==> src/rtl/snes_joy_responder.sv <==
// Controller-side responder for the SNES serial joypad port.
// Emulates a 12-button pad or, when MOUSE_EN=1, an SNES mouse.
module snes_joy_responder #(
  parameter bit MOUSE_EN = 1'b1,
  localparam int unsigned BTN_W   = 12,
  localparam int unsigned DELTA_W = 9
) (
  input  logic               MCLK,
  input  logic               RESET,
  input  logic               JOY_STRB,
  input  logic               JOY_CLK,
  output logic [1:0]         JOY_DI,
  input  logic               MOUSE_MODE,
  input  logic [BTN_W-1:0]   BUTTONS,
  input  logic [DELTA_W-1:0] MOUSE_DX,
  input  logic [DELTA_W-1:0] MOUSE_DY,
  input  logic [1:0]         MOUSE_BTN,
  input  logic               MOUSE_STB
);

  localparam int unsigned SR_W    = 32;
  localparam int unsigned ACC_W   = 10;
  localparam int unsigned EXT_W   = ACC_W + 1 - DELTA_W;
  localparam int unsigned MAG_W   = 7;
  localparam int unsigned MAG_MAX = 2**MAG_W - 1;
  localparam int unsigned SPD_POS = 10;
  localparam int unsigned SIG_POS = 15;
  localparam int unsigned Y_POS   = 16;
  localparam int unsigned X_POS   = 24;
  localparam int          SAT_LIM = 2**(ACC_W-1) - 1;
  localparam logic signed [ACC_W:0] SAT_P = (ACC_W+1)'(SAT_LIM);
  localparam logic signed [ACC_W:0] SAT_N = -SAT_P;

  typedef enum logic {IDLE, LATCH} state_t;

  state_t                   state, state_nxt;
  logic                     clk_q;
  logic                     clk_rise;
  logic                     strb_fall;
  logic                     load;
  logic                     shift;
  logic                     mouse_sel;
  logic [SR_W-1:0]          sr;
  logic [SR_W-1:0]          pad_word;
  logic [SR_W-1:0]          mouse_word;
  logic [SR_W-1:0]          load_word;
  logic [MAG_W-1:0]         mag_x, mag_y;
  logic signed [ACC_W-1:0]  acc_x, acc_y;
  logic [1:0]               speed;
  logic [1:0]               di_q;

  // Saturating add of a 9-bit signed delta into a 10-bit signed accumulator.
  function automatic logic signed [ACC_W-1:0] sat_add(
    input logic signed [ACC_W-1:0] a,
    input logic [DELTA_W-1:0]      d
  );
    logic signed [ACC_W:0] s;
    s = $signed({a[ACC_W-1], a}) + $signed({{EXT_W{d[DELTA_W-1]}}, d});
    if (s > SAT_P)      return ACC_W'(SAT_P);
    else if (s < SAT_N) return ACC_W'(SAT_N);
    else                return ACC_W'(s);
  endfunction

  function automatic logic [MAG_W-1:0] mag_of(input logic signed [ACC_W-1:0] a);
    logic [ACC_W-1:0] u;
    u = a[ACC_W-1] ? ACC_W'(-a) : ACC_W'(a);
    return (u > ACC_W'(MAG_MAX)) ? MAG_W'(MAG_MAX) : MAG_W'(u);
  endfunction

  assign clk_rise  = JOY_CLK & ~clk_q;
  assign mouse_sel = MOUSE_EN & MOUSE_MODE;
  assign JOY_DI    = di_q;

  // LATCH doubles as the previous-cycle strobe sample.
  always_ff @(posedge MCLK) begin
    if (RESET) begin
      state <= IDLE;
      clk_q <= 1'b1;
    end else begin
      state <= state_nxt;
      clk_q <= JOY_CLK;
    end
  end

  always_comb begin
    state_nxt = state;
    strb_fall = 1'b0;
    load      = 1'b0;
    shift     = 1'b0;
    case (state)
      IDLE: begin
        if (JOY_STRB) begin
          state_nxt = LATCH;
          load      = 1'b1;
        end else begin
          shift = clk_rise;
        end
      end
      LATCH: begin
        // A clock rise coinciding with the strobe fall must not skip bit 0.
        if (JOY_STRB) begin
          load = 1'b1;
        end else begin
          state_nxt = IDLE;
          strb_fall = 1'b1;
        end
      end
      default: state_nxt = IDLE;
    endcase
  end

  assign mag_x    = mag_of(acc_x);
  assign mag_y    = mag_of(acc_y);
  assign pad_word = {16'hFFFF, 4'b0000, BUTTONS};

  // Mouse report; magnitudes are sent MSB first.
  always_comb begin
    mouse_word              = '0;
    mouse_word[8]           = MOUSE_BTN[0];
    mouse_word[9]           = MOUSE_BTN[1];
    mouse_word[SPD_POS]     = speed[1];
    mouse_word[SPD_POS + 1] = speed[0];
    mouse_word[SIG_POS]     = 1'b1;
    mouse_word[Y_POS]       = acc_y[ACC_W-1];
    mouse_word[X_POS]       = acc_x[ACC_W-1];
    for (int i = 0; i < MAG_W; i++) begin
      mouse_word[Y_POS + 1 + i] = mag_y[MAG_W - 1 - i];
      mouse_word[X_POS + 1 + i] = mag_x[MAG_W - 1 - i];
    end
  end

  assign load_word = mouse_sel ? mouse_word : pad_word;

  always_ff @(posedge MCLK) begin
    if (RESET) begin
      sr   <= '1;
      di_q <= 2'b10;
    end else begin
      if (load) begin
        sr <= load_word;
      end else if (shift) begin
        sr <= {1'b1, sr[SR_W-1:1]};
      end
      di_q <= {1'b1, ~sr[0]};
    end
  end

  if (MOUSE_EN) begin : g_mouse
    logic signed [ACC_W-1:0] base_x, base_y;

    assign base_x = strb_fall ? '0 : acc_x;
    assign base_y = strb_fall ? '0 : acc_y;

    always_ff @(posedge MCLK) begin
      if (RESET) begin
        acc_x <= '0;
        acc_y <= '0;
        speed <= 2'd0;
      end else begin
        acc_x <= MOUSE_STB ? sat_add(base_x, MOUSE_DX) : base_x;
        acc_y <= MOUSE_STB ? sat_add(base_y, MOUSE_DY) : base_y;
        if (clk_rise && JOY_STRB && MOUSE_MODE) begin
          speed <= (speed == 2'd2) ? 2'd0 : speed + 2'd1;
        end
      end
    end
  end else begin : g_no_mouse
    assign acc_x = '0;
    assign acc_y = '0;
    assign speed = 2'd0;
  end

endmodule

==> config.mk <==
export PLATFORM = sky130hd
export DESIGN_NAME = snes_joy_responder
export DESIGN_NICKNAME = d
export VERILOG_FILES = /design/src/rtl/snes_joy_responder.sv
export SDC_FILE = /design/constraint.sdc
export NUM_CORES = 1
export LEC_CHECK = 0
export ABC_CLOCK_PERIOD_IN_PS = 7350
export CAP_MARGIN = 20
export CORE_MARGIN = 2
export CORE_UTILIZATION = 60
export DETAILED_ROUTE_END_ITERATION = 8
export PLACE_DENSITY = 0.84
export SLEW_MARGIN = 20
export SYNTH_ARGS = -nofsm -noshare
export SYNTH_HDL_FRONTEND = slang
export SYNTH_SLANG_ARGS = --single-unit
==> constraint.sdc <==
create_clock -name MCLK -period 7.35 [get_ports MCLK]
set_input_delay 1.1025 -clock MCLK [delete_from_list [all_inputs] [get_ports MCLK]]
set_output_delay 1.1025 -clock MCLK [all_outputs]
set_load 0.02 [all_outputs]
==> reports/metrics.cfg <==
[global_routing]
first_global_vias=3579
antenna_found_initial=0
track_usage_pct=26.6
grt_overflow=0
grt_max_degree=44
grt_first_pass_wirelength_um=16000

[timing]
rsz0062_at_grt=no
fin_tns_setup_ns=0
hold_viol=0
period_share_pct=65.9
tightest_slew_ns=1.01
whs_ns=0.414
drv_slew=0
period_needed_ns=4.85
setup_violations=0
clock-skew-final_ns=0.00875
fmax_ghz=0.206
slew_headroom_pct=32.7

[critical_path]
slowest_stage=nand2b_1
crit_path_end_kind=flip-flop
path_cells=clkdlybuf4s50_1 -> buf_4 -> nand2b_1 -> and2_1 -> ha_1 -> inv_1 -> fa_1 -> nand2b_1 -> a2111oi_0 -> o21ai_1 -> a21oi_1 -> nor3_1 -> o211ai_1 -> o211a_1
crit_family=compound AO/OA/AOI/OAI gates
arrival_ns=5.12
rr_worst_depth=12
reg2reg_slack_ns=3.89
cpMostUsedCell=nand2b_1
cp_max_fo=43
r2r-end=acc_y[6]$_SDFF_PP0_
start_kind=input pin
critPathBufInv=3
slowest_delay_ns=0.56
worstPathRequired_ns=7.63
critical_path_class=in2reg
rr_startpoint=state$_SDFF_PP0_

[floorplan]
start_util_pct=62.1
coreArea_sq_um=6350
die_area_sq_um=7240
fp.dieW_um=85.1
std_cell_rows=29
io_pins=40
fp.dieH_um=85.1

[cts]
clock_path_buffers=2
cts-root-buf=clkbuf_8
cts.sinks=57
htree_levels=3
cts_buffers=9
cts.clk_slew.worst_paths_ns=0.06
cts_tree=built
clock_latency_ns=0.33
postCtsSetupRepairBufs=0
hold_buffers=0
post_cts_resized=0

[layout]
fin_nets=579
area_growth_pct=15.1
drive_gt1_share_pct=6.51
num_antenna_cells=0
n_fill_cell=556

[power_and_ir_drop]
share_comb_of_total_power_pct=41.0
swShare_pct=36.7
p_int_mw=0.734
power_frac_seq_pct=34.8
clkPwrFrac_pct=24.2
p_leak_nw=1.84
power_switching_mw=0.425
powerDensity_nw_per_um2=255
ir_drop_uv=153

[drt]
drcViolationCount=0
wl_um=8980
firstDrtPassIters=4
wl_per_cell_um=15.0
vias_per_cell=6.18
ant_nets=0
vias=3703
drtIter0Drc=182

[placed_design]
gp_congestion=0.879
io_buffers=38
dp_hpwl_um=6550

[status]
outcome=completed

[yosys]
syn_area_per_cell_sq_um=8.07
synth_area_leaders=dfxtp_1 (29%), a21oi_1 (7.1%), ha_1 (7.0%)
synth_warnings=0
synth_nets=551
syn_area_sq_um=3950
netlist_instances=489
yosysTopAreaCell=dfxtp_1
synth-seq-cells=57
synth.distinct_cells=73
synth.top_cell.area_share_pct=28.9
synth-async-reset-ratio_pct=0
ys_seq_area_share_pct=28.9
synth_flop_cell=dfxtp_1
synth-edff-count=0

[job]
maxCapViolCount=0

[hold_path]
hp-start=sr[0]$_SDFFE_PP1P_
hold_end=JOY_DI[0]$_SDFF_PP0_
hold_path_depth=1
hold_path.class=reg2reg

[stage by stage]
stage                     worst slack [ns]  power [mW]  cell area, sq um  utilization, %  instances
after floorplan                       3.56       0.763              3950               -        489
after global placement                2.34       0.856              4350            68.6        583
after detailed placement              2.23       0.874              4350            68.6        583
after CTS                             2.55        1.16              4540            71.5        599
after global routing                  2.12        1.25              4540            71.5        599
final                                 2.50        1.16              4540            71.5        599
[registers in the layout (all words and copies together), names as in the netlist]
register and count:
sr 32, acc_x 10, acc_y 10, speed 2, JOY_DI 1, clk_q 1
state 1
[synthesized netlist by cell type, types with 6 or more instances]
| library cell | count |
|---|---|
| a211o_1 | 7 |
| dfxtp_1 | 57 |
| nand3_1 | 10 |
| inv_1 | 18 |
| a21o_1 | 6 |
| and3_1 | 7 |
| ha_1 | 22 |
| o21ai_1 | 10 |
| xor2_1 | 8 |
| nand2b_1 | 8 |
| clkbuf_1 | 20 |
| and2_1 | 25 |
| nand2_1 | 29 |
| nor2b_1 | 8 |
| nor2_1 | 32 |
| o21ai_0 | 28 |
| nor3_1 | 9 |
| mux2i_1 | 18 |
| xnor2_1 | 8 |
| a21oi_1 | 56 |
| a211oi_1 | 11 |
| mux2_2 | 6 |
[worst max-delay path by stage]
stage / cells after the start / start / to
2_1_floorplan: 12 / JOY_STRB / acc_y[2]$_SDFF_PP0_
3_3_place_gp: 13 / JOY_STRB / acc_y[2]$_SDFF_PP0_
3_5_place_dp: 13 / JOY_STRB / acc_y[7]$_SDFF_PP0_
4_1_cts: 13 / JOY_STRB / acc_y[7]$_SDFF_PP0_
5_1_grt: 13 / JOY_STRB / acc_y[7]$_SDFF_PP0_
6_report: 14 / JOY_STRB / acc_y[6]$_SDFF_PP0_
[routing by layer]
metal,wire (um),global-route usage (%),vias up
met5,0,0,-
li1,-,-,1860
met1,4070,34.2,1728
met4,171,10.4,0
met2,4300,44.7,99
met3,439,4.18,16
[power groups by stage]
stage | Sequential [mW] | Combinational (mW) | Clock [mW]
3_3_place_gp | 0.405 | 0.451 | 0
4_1_cts | 0.401 | 0.469 | 0.288
3_5_place_dp | 0.408 | 0.466 | 0
5_1_grt | 0.410 | 0.534 | 0.304
2_1_floorplan | 0.388 | 0.375 | 0
6_report | 0.403 | 0.475 | 0.280
[cell type report]
class	instances	area [sq um]	share of cell area, %
Clock buffer	13	149	3.28
Clock inverter	3	40.0	0.882
Inverter	19	71.3	1.57
Multi-Input combinational cell	389	2640	58.2
Sequential cell	57	1140	25.1
Tap cell	77	96.3	2.12
Timing Repair Buffer	41	403	8.87
[cells in the final DEF (no fill, tap or decap), types with 4 or more instances in the layout]
cell type,n
or2_2,5
a221o_1,5
mux2i_1,18
a21o_1,6
a211o_1,7
o31ai_1,4
nand2b_1,8
inv_1,18
clkdlybuf4s50_1,38
xnor2_1,8
and3_1,7
and2_1,25
dfxtp_1,57
nor4_1,4
o21ai_0,28
a211oi_1,11
nor2_1,32
nor3_1,9
mux2_2,6
o22ai_1,4
nand2_1,29
nand3_1,10
ha_1,22
xor2_1,8
nor2b_1,8
o21ai_1,10
a21oi_1,56
clkbuf_8,10
[logic make-up after synthesis]
| kind of cell | after synthesis | synth area share [%] |
|---|---|---|
| AOI/OAI and AO/OA | 165 | 27.1 |
| other | 1 | 0.0951 |
| muxes | 24 | 6.28 |
| xor gates and xnor gates | 16 | 3.55 |
| and+or+nand+nor | 156 | 21.0 |
| buffers and inverters | 43 | 4.25 |
| adders and majority gates | 27 | 8.75 |
| DFF | 57 | 28.9 |
[worst reg2reg max path, cell delays in order (launching register included)]
cell and delay, ns:
dfxtp_1 0.32, nand2b_1 0.45, and2_1 0.25, ha_1 0.20, inv_1 0.06, fa_1 0.41
nand2b_1 0.18, a2111oi_0 0.47, o21ai_1 0.22, a21oi_1 0.33, nor3_1 0.13, o211ai_1 0.22
o211a_1 0.18
No activity file was read; power rests on OpenSTA's default activity.
